File: config.mk
export PLATFORM = sky130hd
export DESIGN_NAME = intersection_scheduler
export DESIGN_NICKNAME = d
export VERILOG_FILES = /design/src/rtl/intersection_scheduler_pkg.sv /design/src/rtl/intersection_scheduler_phase_timer.sv /design/src/rtl/intersection_scheduler.sv
export SDC_FILE = /design/constraint.sdc
export NUM_CORES = 1
export LEC_CHECK = 0
export ABC_CLOCK_PERIOD_IN_PS = 4000
export CORE_MARGIN = 5
export CORE_UTILIZATION = 57
export CTS_CLUSTER_SIZE = 16
export DETAILED_ROUTE_END_ITERATION = 10
export GPL_ROUTABILITY_DRIVEN = 0
export PLACE_DENSITY = 0.9
export SLEW_MARGIN = 25
export SYNTH_ARGS = -nofsm -noshare
export SYNTH_HDL_FRONTEND = slang
export SYNTH_HIERARCHICAL = 1
export SYNTH_SLANG_ARGS = --single-unit
File: constraint.sdc
create_clock -name Clock -period 4 [get_ports Clock]
set_clock_uncertainty 0.1 [all_clocks]
set_input_delay 0.8 -clock Clock [delete_from_list [all_inputs] [get_ports Clock]]
set_output_delay 0.8 -clock Clock [all_outputs]
set_load 0.02 [all_outputs]
File: src/rtl/intersection_scheduler_pkg.sv
// Shared definitions for the 4th Ave / Harrison phase scheduler: light codes,
// one-hot state encodings, Grant bit positions and the round-robin helper.
package intersection_scheduler_pkg;

  localparam logic [1:0] LC_FLASH  = 2'b00;
  localparam logic [1:0] LC_GREEN  = 2'b01;
  localparam logic [1:0] LC_YELLOW = 2'b10;
  localparam logic [1:0] LC_RED    = 2'b11;

  localparam int GRANT_NS  = 0;
  localparam int GRANT_EW  = 1;
  localparam int GRANT_PED = 2;

  typedef enum logic [6:0] {
    ST_FLASH   = 7'b000_0001,
    ST_ALL_RED = 7'b000_0010,
    ST_NS_G    = 7'b000_0100,
    ST_NS_Y    = 7'b000_1000,
    ST_EW_G    = 7'b001_0000,
    ST_EW_Y    = 7'b010_0000,
    ST_WALK    = 7'b100_0000
  } state_t;

  function automatic logic [7:0] clamp_dur(input logic [7:0] d);
    return (d == 8'd0) ? 8'd1 : d;
  endfunction

  // One-hot winner, searching upward starting just after the one-hot 'last'.
  function automatic logic [2:0] rr_pick(input logic [2:0] req, input logic [2:0] last);
    logic [2:0] w;
    w = 3'b000;
    if (last == 3'b001) begin
      if (req[1])      w = 3'b010;
      else if (req[2]) w = 3'b100;
      else if (req[0]) w = 3'b001;
    end else if (last == 3'b010) begin
      if (req[2])      w = 3'b100;
      else if (req[0]) w = 3'b001;
      else if (req[1]) w = 3'b010;
    end else begin
      if (req[0])      w = 3'b001;
      else if (req[1]) w = 3'b010;
      else if (req[2]) w = 3'b100;
    end
    return w;
  endfunction

endpackage

File: src/rtl/intersection_scheduler_phase_timer.sv
// 8-bit loadable down-counter paced by Tick; expire flags the last Tick of a phase.
module intersection_scheduler_phase_timer #(
  parameter logic [7:0] RESET_VALUE = 8'd1
) (
  input  logic       Clock,
  input  logic       Reset,
  input  logic       load,
  input  logic [7:0] value,
  input  logic       Tick,
  output logic       expire
);

  logic [7:0] count;

  always_ff @(posedge Clock) begin
    if (Reset)
      count <= RESET_VALUE;
    else if (load)
      count <= value;
    else if (Tick && (count != 8'd0))
      count <= count - 8'd1;
  end

  assign expire = Tick && (count == 8'd1);

endmodule

File: src/rtl/intersection_scheduler.sv
// Round-robin phase sequencer for the 4th Ave / Harrison intersection.
// state   | meaning
// FLASH   | post-reset fail-safe, all lamps dark/flashing
// ALL_RED | clearance interval, arbitration point
// NS_G/Y  | NB 4th Ave green / yellow
// EW_G/Y  | EB+WB Harrison green / yellow
// WALK    | pedestrian phase, all vehicles red
module intersection_scheduler
  import intersection_scheduler_pkg::*;
#(
  parameter int NS_GREEN_T = 45,
  parameter int EW_GREEN_T = 15,
  parameter int YELLOW_T   = 5,
  parameter int RED_T      = 1,
  parameter int WALK_T     = 10,
  parameter int FLASH_T    = 3
) (
  input  logic       Clock,
  input  logic       Reset,
  input  logic       Tick,
  input  logic       S1,
  input  logic       S2,
  input  logic       S3,
  input  logic       P,
  output logic [1:0] L1,
  output logic [1:0] L2,
  output logic [1:0] L3,
  output logic       Walk,
  output logic [2:0] Grant
);

  localparam logic [7:0] NS_DUR    = clamp_dur(8'(NS_GREEN_T));
  localparam logic [7:0] EW_DUR    = clamp_dur(8'(EW_GREEN_T));
  localparam logic [7:0] YEL_DUR   = clamp_dur(8'(YELLOW_T));
  localparam logic [7:0] RED_DUR   = clamp_dur(8'(RED_T));
  localparam logic [7:0] WALK_DUR  = clamp_dur(8'(WALK_T));
  localparam logic [7:0] FLASH_DUR = clamp_dur(8'(FLASH_T));

  state_t     state, state_nxt;
  logic [2:0] pend, pend_clr, last, last_nxt, win;
  logic [7:0] load_val;
  logic       expire;

  always_ff @(posedge Clock) begin
    if (Reset) begin
      state <= ST_FLASH;
      pend  <= 3'b000;
      last  <= 3'b100;
    end else begin
      state <= state_nxt;
      last  <= last_nxt;
      pend  <= (pend | {P, S2 | S3, S1}) & ~pend_clr;
    end
  end

  always_comb begin
    state_nxt = state;
    last_nxt  = last;
    pend_clr  = 3'b000;
    win       = rr_pick(pend, last);
    if (expire) begin
      case (state)
        ST_FLASH:   state_nxt = ST_ALL_RED;
        ST_ALL_RED: begin
          if (win != 3'b000) begin
            last_nxt  = win;
            pend_clr  = win;
            state_nxt = win[0] ? ST_NS_G : (win[1] ? ST_EW_G : ST_WALK);
          end
        end
        ST_NS_G:    if (pend[1] || pend[2]) state_nxt = ST_NS_Y;
        ST_EW_G:    if (pend[0] || pend[2]) state_nxt = ST_EW_Y;
        ST_NS_Y, ST_EW_Y, ST_WALK: state_nxt = ST_ALL_RED;
        default:    state_nxt = ST_FLASH;
      endcase
    end
    // Every expiry reloads, so an unchanged state restarts its own interval.
    case (state_nxt)
      ST_FLASH:         load_val = FLASH_DUR;
      ST_NS_G:          load_val = NS_DUR;
      ST_EW_G:          load_val = EW_DUR;
      ST_NS_Y, ST_EW_Y: load_val = YEL_DUR;
      ST_WALK:          load_val = WALK_DUR;
      default:          load_val = RED_DUR;
    endcase
  end

  intersection_scheduler_phase_timer #(
    .RESET_VALUE(FLASH_DUR)
  ) u_phase_timer (
    .Clock (Clock),
    .Reset (Reset),
    .load  (expire),
    .value (load_val),
    .Tick  (Tick),
    .expire(expire)
  );

  always_comb begin
    L1    = LC_RED;
    L2    = LC_RED;
    L3    = LC_RED;
    Walk  = 1'b0;
    Grant = 3'b000;
    case (state)
      ST_FLASH: begin
        L1 = LC_FLASH;
        L2 = LC_FLASH;
        L3 = LC_FLASH;
      end
      ST_NS_G: begin
        L1              = LC_GREEN;
        Grant[GRANT_NS] = 1'b1;
      end
      ST_NS_Y: L1 = LC_YELLOW;
      ST_EW_G: begin
        L2              = LC_GREEN;
        L3              = LC_GREEN;
        Grant[GRANT_EW] = 1'b1;
      end
      ST_EW_Y: begin
        L2 = LC_YELLOW;
        L3 = LC_YELLOW;
      end
      ST_WALK: begin
        Walk             = 1'b1;
        Grant[GRANT_PED] = 1'b1;
      end
      default: ;
    endcase
  end

endmodule
==> impl.org, run 1 <==
** Run status
- Status :: finished, final reports clean

** Worst setup path
- WP data required :: 4.15 ns
- Element type at the critical path start :: primary input
- Worst path arrival time :: 3.55 ns
- Kind of end point of the critical path :: register
- Worst Setup Path Type :: primary input to register
- Critical Path Fanout Max :: 12

** STA
- Setup repair after global routing left no endpoint under its margin.
- Maximum achievable frequency :: 294 MHz
- The final max-slew violation count was 0.
- The count of final hold-check violations is 0.
- For the pin with the worst max-slew slack, the measured transition is 0.534 ns.
- Share of the clock period used by the worst path :: 0.850
- Setup TNS :: 0 ns
- Measured against its own limit, the worst slew margin works out to 0.641.
- Final Critical Period :: 3.40 ns
- Count of endpoints failing setup in the final report :: 0

** Power
- Power spread over the standard cell area amounts to 281 nW/um^2.
- Overall power consumption after layout is estimated at 0.000515 W.
- LEAKAGE :: 0.692 nW
- Peak VDD IR :: 302 uV

** Synthesis
- For this run, the register share of the synthesized area comes to 0.253.
- Dominant combinational cell family by area after synthesis :: simple AND/OR/NAND/NOR gates
- Synthesized area per cell :: 8.39 um^2
- Synthesis inferred 21 register bits.
- Of the total synthesized cell area, the portion taken by XOR and XNOR cells is 0.0528.
- For this run, asynchronously set or reset flops after synthesis account for 0.
- During synthesis, Yosys emitted a total of 6 warnings.
- Post-synthesis compound-gate area fraction :: 0.229
- Yosys mapped a number of flops with a built-in enable equal to 0.
- Proportion of synthesized area in mux cells :: 0.00678
- After technology mapping, the gate count stands at 198.
- Count of unique library cells instantiated by Yosys :: 66
- In the post-synthesis netlist, the biggest area contributors are sky130_fd_sc_hd__dfxtp_1, sky130_fd_sc_hd__nor2_1, sky130_fd_sc_hd__nor2b_1, sky130_fd_sc_hd__xnor2_1, sky130_fd_sc_hd__nor3_1.
- Most used flip-flop cell after synthesis :: sky130_fd_sc_hd__dfxtp_1
- Basic-gate share of the synthesized area counting and, or, nand and nor cells :: 0.362
- Mapped Area :: 1660 um^2
- Portion of synthesized cell area occupied by the leading cell type :: 0.253
- Summed over all instances, the cell type with the most area after synthesis is sky130_fd_sc_hd__dfxtp_1.
- Of the total synthesized cell area, the portion taken by full adders, half adders and majority gates is 0.0226.

** Floorplan
- Full die area :: 4090 um^2
- Cell row count :: 19
- The initial utilization of the core area, before any placement, comes to 0.597.
- The floorplan step set the die width to 64.0 um.
- In this run the vertical extent of the chip is 64.0 um.
- In this run the count of I/O pins placed on the die edge is 17.
- After floorplanning, the core was sized to cover 2780 um^2.

** Min path
- The min-delay analysis places its worst path in the category register to register.

** Layout
- From synthesis to final layout, the design area changed by 10.2%.
- Antenna diode count :: 0
- Layout Cells excl Fill :: 239
- For this run, the post-layout net count is 219.
- In the final layout, the share of cells above drive strength 1 is 0.139.

** Clock tree
- Buffers inserted during clock tree synthesis total 3.
- Hold Buf Count CTS :: 0
- H-tree lvl count :: 1
- The clock drives 21 sinks.
- Post-CTS repair changed the size of 0 cells.
- The clock passes through at most 2 buffers.
- The cell sitting at the root of the clock tree is a sky130_fd_sc_hd__clkbuf_4.
- The number of setup buffers added after CTS is 0.
- For the worst-skew pair, the clock arrives at the later sink with an insertion delay of 0.31 ns.
- Clock transition at the registers of the reported paths :: 0.13 ns
- Clock tree from TritonCTS :: yes

** Routing
- The final layout contains routed wiring with a total length of 3680 um.
- The first detailed-routing pass ran for 4 iterations.
- The count of nets left with antenna violations once routing finished came out at 0.
- DRC errors left :: 0
- DRC violation total after the first TritonRoute iteration :: 172
- In the final routed layout, each cell accounts on average for 15.4 um.
- Dividing the detail-routed via count by the number of cells gives 6.35.
- Total via count after detailed routing :: 1517

** Global route
- Total congestion overflow after global routing :: 0
- The initial antenna violation count was 0.
- Entering global routing, the biggest net connects 23 pins.
- The first global-routing pass estimated 6210 um of wire.
- Global routing usage summed across all routing layers :: 0.183
- Number of global-route vias before repair :: 1350

** Placed design
- After legalization and detailed placement, the total HPWL measured 2660 um.
- During placement, the flow inserted port buffers numbering 16.
- In this run, placement finished with an instance count of 235.

** Flow run
- Across the run, the number of max-cap violations was 0.
==> synth_stat cells, types with 3 or more instances <==
library cell / n
sky130_fd_sc_hd__nor2_1: 23
sky130_fd_sc_hd__inv_1: 6
sky130_fd_sc_hd__nand2b_1: 5
sky130_fd_sc_hd__xor2_1: 4
sky130_fd_sc_hd__nand2_1: 7
sky130_fd_sc_hd__or4_1: 5
sky130_fd_sc_hd__ha_1: 3
sky130_fd_sc_hd__buf_2: 4
sky130_fd_sc_hd__nor2b_1: 9
sky130_fd_sc_hd__xnor2_1: 6
sky130_fd_sc_hd__buf_4: 4
sky130_fd_sc_hd__a211oi_1: 4
sky130_fd_sc_hd__a41oi_1: 3
sky130_fd_sc_hd__a21oi_1: 7
sky130_fd_sc_hd__dfxtp_1: 21
sky130_fd_sc_hd__nand4b_1: 3
sky130_fd_sc_hd__or3_1: 3
sky130_fd_sc_hd__nor3_1: 10
sky130_fd_sc_hd__o21ai_0: 4
sky130_fd_sc_hd__nor3b_1: 3
sky130_fd_sc_hd__clkbuf_1: 5
sky130_fd_sc_hd__nand3_1: 3
==> state kept, by name, indices dropped and copies added (netlist names) <==
signal               cells
last                     3
pend                     3
state                    7
u_phase_timer/count      8
==> cells in the final DEF (no fill, tap or decap), types with 2 or more instances in the layout <==
cell                               n
sky130_fd_sc_hd__nor2_1           23
sky130_fd_sc_hd__dfxtp_1          21
sky130_fd_sc_hd__clkdlybuf4s50_1  16
sky130_fd_sc_hd__nor3_1           10
sky130_fd_sc_hd__nor2b_1           9
sky130_fd_sc_hd__nand2_1           7
sky130_fd_sc_hd__a21oi_1           7
sky130_fd_sc_hd__inv_1             6
sky130_fd_sc_hd__xnor2_1           6
sky130_fd_sc_hd__nand2b_1          5
sky130_fd_sc_hd__or4_1             5
sky130_fd_sc_hd__o21ai_0           4
sky130_fd_sc_hd__xor2_1            4
sky130_fd_sc_hd__buf_4             4
sky130_fd_sc_hd__a211oi_1          4
sky130_fd_sc_hd__nor3b_1           3
sky130_fd_sc_hd__or3_1             3
sky130_fd_sc_hd__a41oi_1           3
sky130_fd_sc_hd__nand3_1           3
sky130_fd_sc_hd__nand4b_1          3
sky130_fd_sc_hd__clkbuf_4          3
sky130_fd_sc_hd__conb_1            3
sky130_fd_sc_hd__ha_1              3
sky130_fd_sc_hd__nand4bb_1         2
sky130_fd_sc_hd__a32oi_1           2
sky130_fd_sc_hd__nand3_2           2
sky130_fd_sc_hd__or3b_2            2
sky130_fd_sc_hd__a211o_1           2
sky130_fd_sc_hd__o211ai_1          2
sky130_fd_sc_hd__a31oi_1           2
sky130_fd_sc_hd__o21a_1            2
sky130_fd_sc_hd__and4_1            2
sky130_fd_sc_hd__o31ai_1           2
sky130_fd_sc_hd__a311oi_1          2
==> critical path: stages <==
cell and delay, ns:
sky130_fd_sc_hd__clkdlybuf4s50_1 0.51, sky130_fd_sc_hd__nor3b_1 0.26, sky130_fd_sc_hd__and4b_1 0.50, sky130_fd_sc_hd__nor2b_1 0.11, sky130_fd_sc_hd__a41oi_1 0.34, sky130_fd_sc_hd__nand2_1 0.13
sky130_fd_sc_hd__or3_1 0.42, sky130_fd_sc_hd__nand4b_1 0.20, sky130_fd_sc_hd__o31ai_2 0.08, sky130_fd_sc_hd__a21oi_1 0.10, sky130_fd_sc_hd__o21ai_0 0.10
==> logic make-up after synthesis <==
kind of cell               Yosys count
DFF                                 21
buffers and inverters               22
other                                1
AOI/OAI and AO/OA                   46
and+or+nand+nor                     94
xor gates and xnor gates            10
adders and majority gates            3
muxes                                1
==> cell type report <==
cell class                 instances  area, um^2
timing repair buffer              20         190
tap                               31        38.8
fill                             235         952
sequential                        21         420
inverter                           6        22.5
clock inverter                     1        5.00
multi-input combinational        157        1130
clock buffer                       3        22.5
==> routing by layer <==
layer | routed length, um | global-route usage | vias up
met2 | 1830 | 0.319 | 46
met5 | 0 | 0 | -
met3 | 201 | 0.0403 | 5
met4 | 32 | 0.0390 | 0
met1 | 1620 | 0.231 | 715
li1 | - | - | 751
==> power by group <==
| group | leakage (nW) | internal (W) | switching, W |
|---|---|---|---|
| Clock | 0.0177 | 0.0000374 | 0.0000731 |
| Combinational | 0.503 | 0.0000762 | 0.0000825 |
| Sequential | 0.171 | 0.000223 | 0.0000220 |
| Total | 0.692 | 0.000337 | 0.000178 |
==> path summary, 6_finish.rpt <==
kind / from / to / slack [ns] / cells after the start
hold reg to reg: last[2] / last[2] / 0.38 / 2
setup reg to reg: u_phase_timer/count[2] / u_phase_timer/count[1] / 0.96 / 10
hold / removal: last[2] / last[2] / 0.38 / 2
setup / recovery: Tick / u_phase_timer/count[1] / 0.60 / 11
==> metrics by stage <==
stage                     instance area [um^2]  hold slack, ns   util  setup slack (ns)
after global routing                      1830           0.422  0.658             0.388
final                                     1830           0.381  0.658             0.598
after CTS                                 1830           0.380  0.658             0.616
after global placement                    1800           0.359  0.648             0.404
after floorplan                           1670           0.336      -             0.943
after detailed placement                  1800           0.361  0.648             0.364
No activity file was read; power rests on OpenSTA's default activity.
==> run 2, diff against run 1 <==
Settings changed: CORE_UTILIZATION 57 to 55, GPL_ROUTABILITY_DRIVEN 0 to 1, PLACE_DENSITY 0.9 to 0.89, SYNTH_HIERARCHICAL 1 to not set.
==> impl.org, run 2 <==
** STA
- The max-slew headroom at the worst pin was 0.482 (was 0.641).
- The final max-slew violation count is 0 (unchanged).
- The worst hold margin came to 0.432 ns (was 0.381 ns).
- Final Critical Period :: 3.27 ns (was 3.40 ns)
- Share of the clock period used by the worst path :: 0.817 (was 0.850)
- Worst-margin pin slew :: 0.775 ns (was 0.534 ns)
- Setup TNS :: 0 ns (unchanged)
- Maximum achievable frequency :: 306 MHz (was 294 MHz)
- Final-report hold violation count :: 0 (unchanged)
- RSZ-0062 raised after global routing: no (unchanged).
- Count of endpoints failing setup in the final report :: 0 (unchanged)

** Routing
- The remaining antenna violation count after routing is 0 (unchanged).
- The total number of vias came to 1336 (was 1517).
- First-pass detailed-route iteration total :: 4 (unchanged)
- The average wire length per cell after detail routing came to 14.9 um (was 15.4 um).
- Met2 layer wire length in the routed design :: 1590 um (was 1830 um)
- Max layer used :: met4 (unchanged)
- DRT met1 WL :: 1420 um (was 1620 um)
- The post-route DRC violation count is 0 (unchanged).
- Routed wl met3 :: 175 um (was 201 um)
- Number of vias per cell :: 6.19 (was 6.35)
- The total length of routed wires was 3210 um (was 3680 um).
- The number of DRC violations after detailed-routing iteration 0 is 48 (was 172).

** Synthesis
- The largest family of logic cells by synthesized area is simple AND/OR/NAND/NOR gates (unchanged).
- Mapped Area :: 1460 um^2 (was 1660 um^2)
- Most used flip-flop cell after synthesis :: sky130_fd_sc_hd__dfxtp_1 (unchanged)
- Post-synthesis compound-gate area fraction :: 0.181 (was 0.229)
- Proportion of synthesized area in mux cells :: 0.0232 (was 0.00678)
- Most used standard cell by instance count after synthesis :: sky130_fd_sc_hd__nor2_1 (unchanged)
- The xor/xnor cell area share of the yosys netlist was 0.0773 (was 0.0528).
- The post-synthesis simple-gate area fraction came to 0.350 (was 0.362).
- Area share of fa/ha/maj cells after synthesis :: 0.0172 (was 0.0226)
- YS warnings :: 0 (was 6)
- Count of unique library cells instantiated by Yosys :: 54 (was 66)
- Portion of synthesized cell area occupied by the leading cell type :: 0.289 (was 0.253)
- The share of flip-flops with an asynchronous set or reset is 0 (unchanged).
- Top area cells in the synthesized netlist :: sky130_fd_sc_hd__dfxtp_1, sky130_fd_sc_hd__nor2_1, sky130_fd_sc_hd__nor3_1, sky130_fd_sc_hd__xor2_1, sky130_fd_sc_hd__o21ai_0 (was sky130_fd_sc_hd__dfxtp_1, sky130_fd_sc_hd__nor2_1, sky130_fd_sc_hd__nor2b_1, sky130_fd_sc_hd__xnor2_1, sky130_fd_sc_hd__nor3_1)
- The gate count of the mapped netlist is 180 (was 198).
- Sequential-to-total area share from yosys stat :: 0.289 (was 0.253)
- Synthesized area per cell :: 8.09 um^2 (was 8.39 um^2)
- The number of nets handed over by synthesis was 189.
- Number of enable flip-flop cells after synthesis :: 0 (unchanged)
- Number of storage elements in the synthesis netlist :: 21 (unchanged)
- The cell type with the highest aggregate area in the netlist is sky130_fd_sc_hd__dfxtp_1 (unchanged).
- Leading cell types by count after synthesis: sky130_fd_sc_hd__nor2_1, sky130_fd_sc_hd__dfxtp_1, sky130_fd_sc_hd__nor3_1 (unchanged).

** Clock tree
- Clock Latency Late Sink :: 0.31 ns (about the same)
- Clock tree from TritonCTS :: yes (unchanged)
- The clock-pin slew on the worst setup and hold paths came to 0.12 ns (was 0.13 ns).
- The number of setup buffers added after CTS is 0 (unchanged).
- The depth of the CTS H-tree came to 1 (unchanged).
- Cts bufs inserted :: 3 (unchanged)
- Hold Buf Count CTS :: 0 (unchanged)
- The clock sink total was 21 (unchanged).
- Maximum clock insertion buffer count :: 2 (unchanged)
- Post-cts resize count :: 0 (unchanged)
- Clock Tree Root :: sky130_fd_sc_hd__clkbuf_4 (unchanged)

** Layout
- Final Cell Area :: 1600 um^2 (was 1830 um^2)
- The largest register by flop count is u_phase_timer.count (was u_phase_timer/count).
- Most used cells in the layout excluding fill and tap cells :: sky130_fd_sc_hd__nor2_1, sky130_fd_sc_hd__dfxtp_1, sky130_fd_sc_hd__clkdlybuf4s50_1 (unchanged)
- Max reg flops :: 8 (unchanged)
- The total inserted antenna cells is 0 (unchanged).
- Layout area overhead :: 10.1% (was 10.2%)
- The most common library cell in the layout ignoring fill and taps is sky130_fd_sc_hd__nor2_1 (unchanged).
- Top flop regs :: u_phase_timer.count x8, state x7 (was u_phase_timer/count x8, state x7)
- The number of nets in the final layout was 196 (was 219).
- Ratio of cells with drive above 1 in the final layout :: 0.113 (was 0.139)
- Fill cell total of the finished layout :: 231 (was 235)
- The core utilization of the finished layout was 0.642 (was 0.658).

** Run status
- Status :: finished, final reports clean (unchanged)

** Floorplan
- Die Span X :: 61.5 um (was 64.0 um)
- The die extent in y is 61.5 um (was 64.0 um).
- Core area :: 2500 um^2 (was 2780 um^2)
- The die area is 3780 um^2 (was 4090 um^2).
- Cell row count :: 18 (was 19)
- The initial core utilization came to 0.583 (was 0.597).
- Top Ports :: 17 (unchanged)

** Worst setup path
- The category of the worst setup path capture point is an output port (was register).
- The required time of the worst setup path is 3.10 ns (was 4.15 ns).
- Worst path arrival time :: 2.37 ns (was 3.55 ns)
- The type of the worst setup path was register to output port (was primary input to register).
- Critical Path Fanout Max :: 10 (was 12)
- The kind of start point of the critical path was a register (was primary input).

** Global route
- The initial antenna violation count came to 0 (unchanged).
- Total congestion overflow after global routing :: 0 (unchanged)
- Global routing usage summed across all routing layers :: 0.180 (was 0.183)
- Maximum number of pins on one net before global-route repair :: 22 (was 23)
- The number of global-route vias before repair came to 1221 (was 1350).
- The wire length of the first global-routing pass is 5180 um (was 6210 um).

** Placed design
- At the end of routability-driven placement, the weighted congestion stood at 0.885.
- The number of input and output port buffers inserted is 16 (unchanged).
- The placed standard-cell area is 1580 um^2 (was 1800 um^2).
- The half-perimeter wire length after placement is 2410 um (was 2660 um).

** Power
- Peak VDD IR :: 266 uV (was 302 uV)
- LEAKAGE :: 0.628 nW (was 0.692 nW)
- Total Power :: 0.000462 W (was 0.000515 W)
- The power density over cell area is 288 nW/um^2 (was 281 nW/um^2).

** Flow run
- The max-cap violation count came to 0 (unchanged).

** Min path
- Class of the most critical hold timing path :: register to register (unchanged)
-- run 2: report_power, final --
group	leakage [nW]	switching (W)	internal (W)
clock network	0.0150	0.0000659	0.0000389
registers	0.171	0.0000157	0.000218
logic	0.442	0.0000673	0.0000556
-- run 2: path summary, 6_finish.rpt --
| check | cells past startpoint | endpoint | slack (ns) | startpoint |
|---|---|---|---|---|
| worst max-delay path | 3 | Grant[0] | 0.73 | state[0] |
| worst min-delay path | 1 | last[2] | 0.43 | last[2] |
| worst max register to register | 6 | u_phase_timer.count[1] | 1.40 | u_phase_timer.count[3] |
| worst min register to register | 1 | last[2] | 0.43 | last[2] |
-- run 2: final cells by class --
type,count,area [um^2],share of cell area
multi-input cells,141,945,0.589
flip-flops and latches,21,420,0.262
repair buffers,16,160,0.0998
well taps,30,37.5,0.0234
clock buffers,4,26.3,0.0164
inverters,4,15.0,0.00936
-- run 2: logic make-up after synthesis --
family / Yosys count
AO/OA/AOI/OAI: 36
XOR/XNOR: 12
adder cells (fa/ha/maj): 2
buffers and inverters: 18
flip-flops: 21
multiplexers: 3
AND/OR/NAND/NOR: 88
-- run 2: metrics by stage --
stage          worst slack [ns]  instances
2_1_floorplan              1.68        180
5_1_grt                   0.636        216
3_3_place_gp               1.03        212
4_1_cts                   0.756        216
6_report                  0.731        216
3_5_place_dp              0.944        212
-- run 2: per-layer routing --
layer,up-vias,global-route usage
met5,-,0
met4,0,0.0606
met3,4,0.0419
met2,33,0.311
met1,634,0.220
li1,665,-
-- run 2: worst max-delay path, stage by stage, from the launching register on --
cell,delay [ns]
sky130_fd_sc_hd__dfxtp_1,0.45
sky130_fd_sc_hd__nor4_1,0.61
sky130_fd_sc_hd__and4bb_2,0.38
sky130_fd_sc_hd__clkdlybuf4s50_1,0.62
==> run 3, diff against run 2 <==
Settings changed: ABC_CLOCK_PERIOD_IN_PS 4000 to 3100.
Clock period 4 ns to 3.1 ns, I/O delays scaled along.
==> impl.org, run 3 (synthesis gave the netlist of run 2 again) <==
** Run status
- Status: finished, final reports clean (unchanged).

** Power
- The switching portion of total power is 0.326 (was 0.323).
- The power share of the sequential group came to 0.495 (was 0.507).
- The power share of the clock group came to 0.225 (was 0.227).
- The worst ir drop on vdd is 311 uV (was 266 uV).
- The total internal power was 0.000406 W (was 0.000313 W).
- Power Dens Cells :: 369 nW/um^2 (was 288 nW/um^2)
- LEAKAGE :: 0.645 nW (was 0.628 nW)
- Gate power share :: 0.280 (was 0.266)
- The power spent charging and discharging nets was 0.000197 W (was 0.000149 W).

** Floorplan
- The die extent in y is 61.5 um (unchanged).
- Initial Utilization :: 0.583 (unchanged)
- The number of rows in the core area came to 18 (unchanged).
- Top Ports :: 17 (unchanged)
- Full die area :: 3780 um^2 (unchanged)
- The placeable core region came to 2500 um^2 (unchanged).
- Die Span X :: 61.5 um (unchanged)

** Worst setup path
- Kind of end point of the critical path :: output port (unchanged)
- Element type at the critical path start :: register (unchanged)
- The peak per-stage delay on the critical path was 0.62 ns (about the same).
- Slack of the worst reg-to-reg path :: 0.47 ns (was 1.40 ns)
- Buffers and inverters on the worst path :: 1 (unchanged)
- WP data required :: 2.38 ns (was 3.10 ns)
- Worst Setup Path Type :: register to output port (unchanged)
- Cells traversed along the worst timing path: nor4_2 > and4bb_2 > clkdlybuf4s50_1 (was nor4_1 > and4bb_2 > clkdlybuf4s50_1).
- Largest delay contributor family on the critical path :: simple AND/OR/NAND/NOR gates (unchanged)
- Worst path arrival time :: 2.15 ns (was 2.37 ns)
- The highest fanout seen on the critical path came to 9 (was 10).
- Slowest library cell on the worst path :: sky130_fd_sc_hd__clkdlybuf4s50_1 (unchanged)

** Layout
- Antenna diode count :: 0 (unchanged)
- Layout area overhead :: 12.2% (was 10.1%)
- Layout Cells excl Fill :: 219 (was 216)
- The final instance area is 1630 um^2 (was 1600 um^2).
- Max reg flops :: 8 (unchanged)
- The fraction of final layout cells sized beyond drive strength 1 was 0.138 (was 0.113).
- Top flop regs :: u_phase_timer.count x8, state x7 (unchanged)
- Most used cells in the layout excluding fill and tap cells: sky130_fd_sc_hd__nor2_1, sky130_fd_sc_hd__dfxtp_1, sky130_fd_sc_hd__clkdlybuf4s50_1 (unchanged).
- Post-route core utilization :: 0.654 (was 0.642)
- The number of nets in the final layout is 199 (was 196).
- Register bank with the most flops :: u_phase_timer.count (unchanged)
- The most common library cell in the layout ignoring fill and taps was sky130_fd_sc_hd__nor2_1 (unchanged).

** Global route
- The number of global-route vias before repair is 1286 (was 1221).
- First-pass GRT wire length :: 5590 um (was 5180 um)
- The initial antenna violation count came to 0 (unchanged).
- Total congestion overflow after global routing :: 0 (unchanged)
- The aggregate global-route resource usage is 0.197 (was 0.180).
- Maximum number of pins on one net before global-route repair :: 22 (unchanged)

** Clock tree
- Post-CTS repair timing setup buffer count :: 0 (unchanged)
- Cts bufs inserted :: 3 (unchanged)
- Sinks on the clock net :: 21 (unchanged)
- Clock Tree Root :: sky130_fd_sc_hd__clkbuf_4 (unchanged)
- Clock transition at the registers of the reported paths :: 0.13 ns (was 0.12 ns)
- Clock tree from TritonCTS :: yes (unchanged)
- The buffer levels on the longest clock path is 2 (unchanged).
- The depth of the CTS H-tree came to 1 (unchanged).
- Clock Latency Late Sink :: 0.32 ns (was 0.31 ns)
- Hold Buf Count CTS :: 0 (unchanged)

** Routing
- The average wire length per cell after detail routing was 15.3 um (was 14.9 um).
- DRC violation total after the first TritonRoute iteration :: 60 (was 48)
- DRT Wirelength :: 3340 um (was 3210 um)
- Number of vias per cell :: 6.13 (was 6.19)
- The total number of vias is 1343 (was 1336).
- DRC errors left :: 0 (unchanged)
- The remaining antenna violation count after routing was 0 (unchanged).
- The first-pass detailed-route iteration total is 4 (unchanged).

** STA
- Share of the clock period used by the worst path :: 0.926
- The count of final hold-check violations is 0 (unchanged).
- RSZ-0062 raised after global routing: no (unchanged).
- The final max-slew violation count is 0 (unchanged).
- The max-slew headroom at the worst pin was 0.555 (was 0.482).
- Worst-margin pin slew :: 0.662 ns (was 0.775 ns)
- Maximum achievable frequency :: 348 MHz
- Setup TNS :: 0 ns (unchanged)
- Count of endpoints failing setup in the final report :: 0 (unchanged)
- The clock period could shrink to 2.87 ns.

** Placed design
- The number of placed instances, taps included came to 215 (was 212).
- GP Congestion :: 0.896 (was 0.885)
- Placed wire-length estimate after detailed placement :: 2580 um (was 2410 um)
- The number of input and output port buffers inserted came to 16 (unchanged).
- Cell area after placement :: 1600 um^2 (was 1580 um^2)

** Min path
- Class of the most critical hold timing path :: register to register (unchanged)

** Flow run
- The max-cap violation count came to 0 (unchanged).
run 3: changes by cell type in the layout (fill, tap and decap cells not counted), sizes merged:
cell	before	now
clkbuf	4	3
clkinv	0	1
buf	0	3
run 3: through the flow:
step	worst slack (ns)	total power [W]	hold WS, ns
final	0.229	0.000603	0.447
after global routing	0.142	0.000639	0.481
after CTS	0.0888	0.000605	0.450
after detailed placement	0.183	0.000473	0.421
after global placement	0.289	0.000466	0.395
after floorplan	0.782	0.000418	0.373
run 3: layer usage:
metal	GRT usage	wire length (um)	vias up
met4	0.0667	35	0
met1	0.244	1430	633
met2	0.346	1710	34
li1	-	-	674
met5	0	0	-
met3	0.0314	167	2
run 3: repair_timing:
action,in CTS,in global routing
gates resized for setup,0,1
setup endpoints to repair,0,1
endpoints found under the hold margin,0,0
run 3: worst paths after layout:
check,from,endpoint,cells after the start
setup reg to reg,u_phase_timer.count[3],u_phase_timer.count[2],7
setup / recovery,state[3],Grant[0],3
hold reg to reg,last[2],last[2],1
hold / removal,last[2],last[2],1
run 3: area by class of cell:
cell class | count | area, um^2
Clock buffer | 3 | 22.5
Clock inverter | 1 | 5.00
Fill cell | 223 | 866
Inverter | 4 | 15.0
Multi-Input combinational cell | 141 | 951
Sequential cell | 21 | 420
Tap cell | 30 | 37.5
Timing Repair Buffer | 19 | 183
run 3: power by group through the flow:
stage | registers [W] | logic, W | clock network [W]
global placement | 0.000303 | 0.000163 | 0
detailed placement | 0.000304 | 0.000169 | 0
CTS | 0.000298 | 0.000169 | 0.000137
finish | 0.000299 | 0.000169 | 0.000136
floorplan | 0.000296 | 0.000123 | 0
global route | 0.000300 | 0.000185 | 0.000153
